**src/rtl/sgf_norm_round.sv**
```systemverilog
// Post-multiply significand stage: normalises the 2*SW-bit product, applies the
// IEEE-754 rounding mode, post-normalises on carry and range-checks the exponent.
module sgf_norm_round #(
    parameter int SW = 24,
    parameter int EW = 8
) (
    input  logic            clk,
    input  logic            rst,
    input  logic            start_i,
    input  logic [2*SW-1:0] product_i,
    input  logic [EW+1:0]   exp_i,
    input  logic            sign_i,
    input  logic [1:0]      rmode_i,
    output logic            ready_o,
    output logic            done_o,
    output logic [SW-2:0]   frac_o,
    output logic [EW-1:0]   exp_o,
    output logic            overflow_o,
    output logic            underflow_o
);
    // One extra bit over the input sum absorbs the normalise and carry increments.
    localparam int XW = EW + 3;
    localparam logic signed [XW-1:0] ONE_X   = XW'(1);
    localparam logic signed [XW-1:0] ZERO_X  = '0;
    localparam logic signed [XW-1:0] EXP_MAX = XW'((1 << EW) - 1);

    typedef enum logic [2:0] {IDLE, CAPT, NORM, ROUND, POST} state_e;
    typedef enum logic [1:0] {RM_RNE = 2'b00, RM_RTZ = 2'b01, RM_RUP = 2'b10, RM_RDN = 2'b11} rmode_e;

    state_e               state_q;
    logic                 ready_q, done_q, ovf_q, unf_q;
    logic [SW-2:0]        frac_q;
    logic [EW-1:0]        exp_q;
    logic [2*SW-1:0]      lat_p_q, p_q;
    logic [EW+1:0]        lat_e_q;
    logic                 lat_s_q, s_q;
    rmode_e               lat_rm_q, rm_q;
    logic signed [XW-1:0] e_q;
    logic [SW-1:0]        mant_q;
    logic                 guard_q, sticky_q;
    logic                 rnd_carry_q;
    logic [SW-2:0]        rnd_frac_q;

    logic [SW-1:0]        mant_d;
    logic                 guard_d, sticky_d;
    logic signed [XW-1:0] norm_exp_d;
    logic                 inc;
    logic [SW-1:0]        frac_sum;
    logic                 rnd_carry_d;
    logic [SW-2:0]        rnd_frac_d;
    logic signed [XW-1:0] post_exp;
    logic [SW-2:0]        post_frac;
    logic [SW-2:0]        frac_d;
    logic [EW-1:0]        exp_d;
    logic                 ovf_d, unf_d;

    // NOTE: every signal written here gets a value on every path, so no latches are inferred.
    always_comb begin
        mant_d     = p_q[2*SW-2:SW-1];
        guard_d    = p_q[SW-2];
        sticky_d   = |p_q[SW-3:0];
        norm_exp_d = e_q;
        if (p_q[2*SW-1]) begin
            mant_d     = p_q[2*SW-1:SW];
            guard_d    = p_q[SW-1];
            sticky_d   = |p_q[SW-2:0];
            norm_exp_d = e_q + ONE_X;
        end
    end

    // Rounding adds into the fraction only; a carry out of the full significand
    // exists only when the hidden bit is set and the fraction wraps.
    always_comb begin
        inc = 1'b0;
        unique case (rm_q)
            RM_RNE: inc = guard_q & (sticky_q | mant_q[0]);
            RM_RTZ: inc = 1'b0;
            RM_RUP: inc = ~s_q & (guard_q | sticky_q);
            RM_RDN: inc = s_q & (guard_q | sticky_q);
            default: inc = 1'b0;
        endcase
        frac_sum    = {1'b0, mant_q[SW-2:0]} + {{(SW-1){1'b0}}, inc};
        rnd_carry_d = mant_q[SW-1] & frac_sum[SW-1];
        rnd_frac_d  = frac_sum[SW-2:0];
    end

    always_comb begin
        post_exp  = rnd_carry_q ? e_q + ONE_X : e_q;
        post_frac = rnd_carry_q ? '0 : rnd_frac_q;
        ovf_d     = 1'b0;
        unf_d     = 1'b0;
        frac_d    = '0;
        exp_d     = '0;
        if (post_exp >= EXP_MAX) begin
            ovf_d = 1'b1;
            exp_d = '1;
        end else if (post_exp <= ZERO_X) begin
            unf_d = 1'b1;
        end else begin
            frac_d = post_frac;
            exp_d  = post_exp[EW-1:0];
        end
    end

    // NOTE: state is updated with non-blocking assignments so every register samples pre-edge values.
    always_ff @(posedge clk or posedge rst) begin
        if (rst) begin
            state_q     <= IDLE;
            ready_q     <= 1'b1;
            done_q      <= 1'b0;
            ovf_q       <= 1'b0;
            unf_q       <= 1'b0;
            frac_q      <= '0;
            exp_q       <= '0;
            lat_p_q     <= '0;
            lat_e_q     <= '0;
            lat_s_q     <= 1'b0;
            lat_rm_q    <= RM_RNE;
            p_q         <= '0;
            e_q         <= '0;
            s_q         <= 1'b0;
            rm_q        <= RM_RNE;
            mant_q      <= '0;
            guard_q     <= 1'b0;
            sticky_q    <= 1'b0;
            rnd_carry_q <= 1'b0;
            rnd_frac_q  <= '0;
        end else begin
            done_q <= 1'b0;
            unique case (state_q)
                IDLE: begin
                    if (start_i) begin
                        lat_p_q  <= product_i;
                        lat_e_q  <= exp_i;
                        lat_s_q  <= sign_i;
                        lat_rm_q <= rmode_e'(rmode_i);
                        ready_q  <= 1'b0;
                        state_q  <= CAPT;
                    end
                end
                CAPT: begin
                    p_q     <= lat_p_q;
                    e_q     <= {lat_e_q[EW+1], lat_e_q};
                    s_q     <= lat_s_q;
                    rm_q    <= lat_rm_q;
                    state_q <= NORM;
                end
                NORM: begin
                    mant_q   <= mant_d;
                    guard_q  <= guard_d;
                    sticky_q <= sticky_d;
                    e_q      <= norm_exp_d;
                    state_q  <= ROUND;
                end
                ROUND: begin
                    rnd_carry_q <= rnd_carry_d;
                    rnd_frac_q  <= rnd_frac_d;
                    state_q     <= POST;
                end
                POST: begin
                    frac_q  <= frac_d;
                    exp_q   <= exp_d;
                    ovf_q   <= ovf_d;
                    unf_q   <= unf_d;
                    done_q  <= 1'b1;
                    ready_q <= 1'b1;
                    state_q <= IDLE;
                end
                default: begin
                    ready_q <= 1'b1;
                    state_q <= IDLE;
                end
            endcase
        end
    end

    assign ready_o     = ready_q;
    assign done_o      = done_q;
    assign frac_o      = frac_q;
    assign exp_o       = exp_q;
    assign overflow_o  = ovf_q;
    assign underflow_o = unf_q;

endmodule

```
**config.mk**
```make
export PLATFORM = sky130hd
export DESIGN_NAME = sgf_norm_round
export DESIGN_NICKNAME = d
export VERILOG_FILES = /design/src/rtl/sgf_norm_round.sv
export SDC_FILE = /design/constraint.sdc
export NUM_CORES = 1
export LEC_CHECK = 0
export ABC_AREA = 1
export BUFFER_PORTS_ARGS = -buffer_cell sky130_fd_sc_hd__buf_4
export CAP_MARGIN = 30
export CORE_ASPECT_RATIO = 2
export CORE_MARGIN = 2
export CORE_UTILIZATION = 64
export DETAILED_ROUTE_END_ITERATION = 10
export PLACE_DENSITY = 0.83
export RECOVER_POWER = 100
export SYNTH_ARGS = -nofsm -noshare
export SYNTH_HDL_FRONTEND = slang
export SYNTH_SLANG_ARGS = --single-unit
```
**constraint.sdc**
```tcl
create_clock -name clk -period 19.74 [get_ports clk]
set_clock_uncertainty 0.15 [all_clocks]
set_input_delay 2.961 -clock clk [delete_from_list [all_inputs] [get_ports clk]]
set_output_delay 2.961 -clock clk [all_outputs]
set_load 0.02 [all_outputs]
```
## Yosys cells after proc, flatten, opt, wreduce, memory -nomap -nowiden

Index checks and enable logic that the tools add are counted.
Widths: inputs -> output; s select.

| word-level totals | value |
|---|---|
| flip-flop bits (word level) | 211 |
| logic and storage cells | 70 |

| cells by class | value |
|---|---|
| reduce and logical (&&, ||, !) cells | 9 |
| bitwise gates (word level) | 8 |
| mux-type cells | 20 |
| add/sub/neg operators | 2 |
| order comparisons | 2 |
| equality and inequality tests | 9 |

Operators with widths:

| cell | number |
|---|---|
| $mux 23 | 3 |
| $add 23x1->24 | 1 |
| $mux 24 | 1 |
| $reduce_or 23->1 | 1 |
| $mux 11 | 2 |
| $pmux 11 s2 | 1 |
| $reduce_or 22->1 | 1 |
| $mux 8 | 2 |
| $pmux 3 s4 | 1 |
| $add 11x2->11 const B | 1 |
| $ge 11x9->1 const B | 1 |
| $le 11x1->1 const B | 1 |
| $mux 1 | 7 |
| $eq 3x2->1 const B | 2 |
| $reduce_and 2->1 | 3 |
| $and 1x1->1 | 4 |
| $eq 2x2->1 const B | 2 |
| $ne 2x2->1 const B | 2 |
| $pmux 1 s4 | 1 |
| $eq 3x1->1 const B | 1 |
| $eq 3x3->1 const B | 1 |
| $logic_not 3->1 | 1 |
| $mux 3 | 1 |
| $reduce_or 3->1 | 1 |
| 6 further kinds | 8 |

## Longest topological paths before layout

| depth | value |
|---|---|
| depth after elaboration | 5 |
| gate-level depth with buffers | 15 |

## Least setup slack after synthesis

OpenSTA, ideal clock, no wires.

| path | value |
|---|---|
| path kind | input-to-reg |
| start point | input port start_i |
| end point | register lat_e_q[0] |
| cell stages on the path | 5 |
| path buffers | 1 |
| data arrival time | 3.683 ns |
| data required time | 19.524 ns |
| setup slack | 15.841 ns |
| cells stage by stage | nand3_1 -> inv_2 -> clkbuf_1 -> nand2_1 -> nand2_1 |

| between the ends | value |
|---|---|
| cells in the longest elaborated chain, start to end | 1 |

Ends and longest elaborated chain:

| element | line | RTL |
|---|---|---|
| from (decl) | 9 | `input logic start_i,` |
| $reduce_and 2->1 (no line) | -- |  |
| to (signal assigned) | 134 | `lat_e_q <= exp_i;` |
| to (decl) | 35 | `logic [EW+1:0] lat_e_q;` |

No other way between the ends.
A chain may end at the register's enable or synchronous reset.

==> metrics.cfg <==
[logic_synthesis]
syn-num-nets=1242
syn-instance-count=1175
synth-async-reset-ratio_pct=100.0
ys_ff_latch=211
ys_types=46
synth_warnings=0
synth_edf_count=0
syn_area_um2=9698
synth_seq_area_share_pct=54.46
avgSynthCellArea_um2=8.254
synth_ff_type=dfrtp_1

[timing]
slew_viol_final=516
hold_viol=0
relSlewSlack_pct=-273.6
rsz0062_at_grt=false
clock.fmax_mhz=104.8
finalSetupViolCount=0
finalSetupTns_ps=0
worstMarginPinSlew_ps=5573
fin_crit_ps=9542
period_share_pct=48.34

[pwr]
comb_power_share_pct=35.7
power_w=0.001653
p_switching_w=0.0006527
p_int_w=0.001000
cellPowerDensity_nw_per_um2=152.7
peakVddDrop_v=0.0001020
p_sw_share_pct=39.48
pwr-share-clk_pct=20.5
power_frac_seq_pct=43.8
leakagePower_nw=5.469

[floorplanning]
die_y_um=178.1
num_rows=63
die_w_um=91.05
initial_core_util_pct=65.44
dieArea_um2=16210
coreArea_um2=14820
io_pins=99

[route]
wirelength_mm=18.91
ant_nets=0
wire_per_inst_um=13.01
vias=7752
routed_via_density=5.335
drc=0
first_iter_violations=469
drt_pre_antenna_iters=7

[placed_design]
dp_hpwl_mm=12.94
io_buffers=98
place.gp.congestion=0.8878

[finish]
multi_input_area_um2=3643
fillers=1255
layout_common_cells=nand2_1 (449), dfrtp_1 (210), inv_1 (117), o21ai_0 (95), buf_4 (64)
final_common_cell=nand2_1
fin_nets=1314
n_antenna_cell=0
regArea_um2=5281
syn_to_final_growth_pct=11.66
drive_gt1_share_pct=10.17

[clock_tree]
clk_path_buf_depth=3
cts-root-buf=clkbuf_16
clk_latency_ps=490
htreeDepth=1
cts_buffers=18
clock-sinks=211
post_cts_buffers=0
cts_tree=done
postCtsHoldBufs=0
cts_resized=0
clkSlewWorstSetupHoldPaths_ps=70

[setup_path]
crit_path_end_kind=asynchronous set/reset pin
arrival_ps=9130
cpMaxStageDelayCell=clkinvlp_2
crit_required_ps=19320
critPathKind=input port to asynchronous set/reset pin
cp_slowest_stage_delay_ps=3080
worst_setup_path_start_kind=input port
critical_path.cell_chain=clkbuf_4, clkinvlp_2, clkbuf_1
cp_max_fo=134

[run_status]
violations=capacitance limit, slew limit
status=finished with violations

[global_routing]
grt_pass1_wl_mm=32.44
grt_util_all_layers_pct=23.98
grt_pass1_vias=7434
grt_max_degree=135
grt-ovfl-total=0
antenna_found_initial=0

[hold_path]
hp-class=flop to flop

[job]
drv_cap=7

-- cells in the mapped netlist, types with 5 or more instances --
cell type / instances / area share (%)
nand2_1: 449 / 17
dfrtp_1: 210 / 54
inv_1: 116 / 4.5
o21ai_0: 93 / 4.8
nor2_1: 59 / 2.3
clkbuf_1: 37 / 1.4
nand3_1: 37 / 1.9
nand4_1: 35 / 2.3
o211ai_1: 23 / 1.8
nand3_2: 12 / 1.2
a21oi_1: 9 / 0.46
nand2_2: 9 / 0.58
nor4_1: 8 / 0.52
xor2_1: 8 / 0.72
nor3_1: 7 / 0.36
a31oi_1: 6 / 0.39
nor2_2: 6 / 0.39
buf_6: 5 / 0.58
-- power by group through the flow --
stage | Sequential, W | Clock (W) | Combinational [W]
4_1_cts | 0.000722 | 0.000343 | 0.000611
3_3_place_gp | 0.000719 | 0 | 0.000579
3_5_place_dp | 0.000728 | 0 | 0.000602
6_report | 0.000724 | 0.000340 | 0.000590
2_1_floorplan | 0.000727 | 0 | 0.000451
5_1_grt | 0.000745 | 0.000364 | 0.000682
-- critical path: cells and delay by family --
kind / cells / cell delay, ps
buf+inv: 3 / 6030
-- cell type report --
cell class / count / share of cell area [%]
sequential: 211 / 48.77
multi-input combinational: 789 / 33.65
timing repair buffer: 106 / 5.927
clock buffer: 26 / 4.910
inverter: 121 / 4.206
tap: 195 / 2.253
clock inverter: 5 / 0.2889
-- metal layers --
| layer | up-vias | share of wire, % | track usage (%) |
|---|---|---|---|
| met5 | - | 0 | 0 |
| met4 | 0 | 4.2 | 10.86 |
| met3 | 65 | 4.0 | 2.704 |
| met2 | 190 | 53 | 45.09 |
| met1 | 3605 | 39 | 26.94 |
| li1 | 3892 | - | - |
-- flip-flops by register name, indices dropped and copies added (netlist names), 2 cells and up --
register and flops:
e_q 11, exp_o 8, frac_o 23, lat_e_q 10, lat_p_q 48, lat_rm_q 2
mant_q 24, p_q 48, rm_q 2, rnd_frac_q 23, state_q 3
-- cell families (layout without fill, tap and decap cells) --
logic type / after synthesis / count (layout) / share of synthesized area, %
adders and majority gates: 3 / 3 / 0.3871
AOI/OAI and AO/OA: 145 / 145 / 8.554
and+or+nand+nor: 633 / 633 / 28.16
DFF: 211 / 211 / 54.46
buffers and inverters: 175 / 258 / 7.715
xor gates and xnor gates: 8 / 8 / 0.7225
-- final timing paths --
kind,slack (ps),end,cells after the start,from
worst min register to register,320,p_q[46]$_DFFE_PP0P_,2,lat_p_q[46]$_DFFE_PP0P_
max in group clk,12630,lat_p_q[37]$_DFFE_PP0P_,7,start_i
worst max-delay path,10200,s_q$_DFFE_PP0P_,3,rst
min in group asynchronous,4060,lat_p_q[5]$_DFFE_PP0P_,2,rst
worst min-delay path,320,p_q[46]$_DFFE_PP0P_,2,lat_p_q[46]$_DFFE_PP0P_
worst max register to register,14550,e_q[10]$_DFFE_PP0P_,9,state_q[1]$_DFFE_PP0P_
-- per-stage QoR --
| step | area (um^2) | utilization, % | cells | hold slack, ps | worst slack [ps] |
|---|---|---|---|---|---|
| finish | 10830 | 73.08 | 1453 | 321.2 | 10200 |
| global route | 10830 | 73.08 | 1453 | 347.4 | 8613 |
| CTS | 11030 | 74.44 | 1453 | 326.0 | 15350 |
| detailed placement | 10470 | 70.64 | 1422 | 311.3 | 14840 |
| global placement | 10450 | 70.51 | 1421 | 300.5 | 14840 |
| floorplan | 9698 | - | 1175 | 286.9 | 10860 |
No activity file was read; power rests on OpenSTA's default activity.
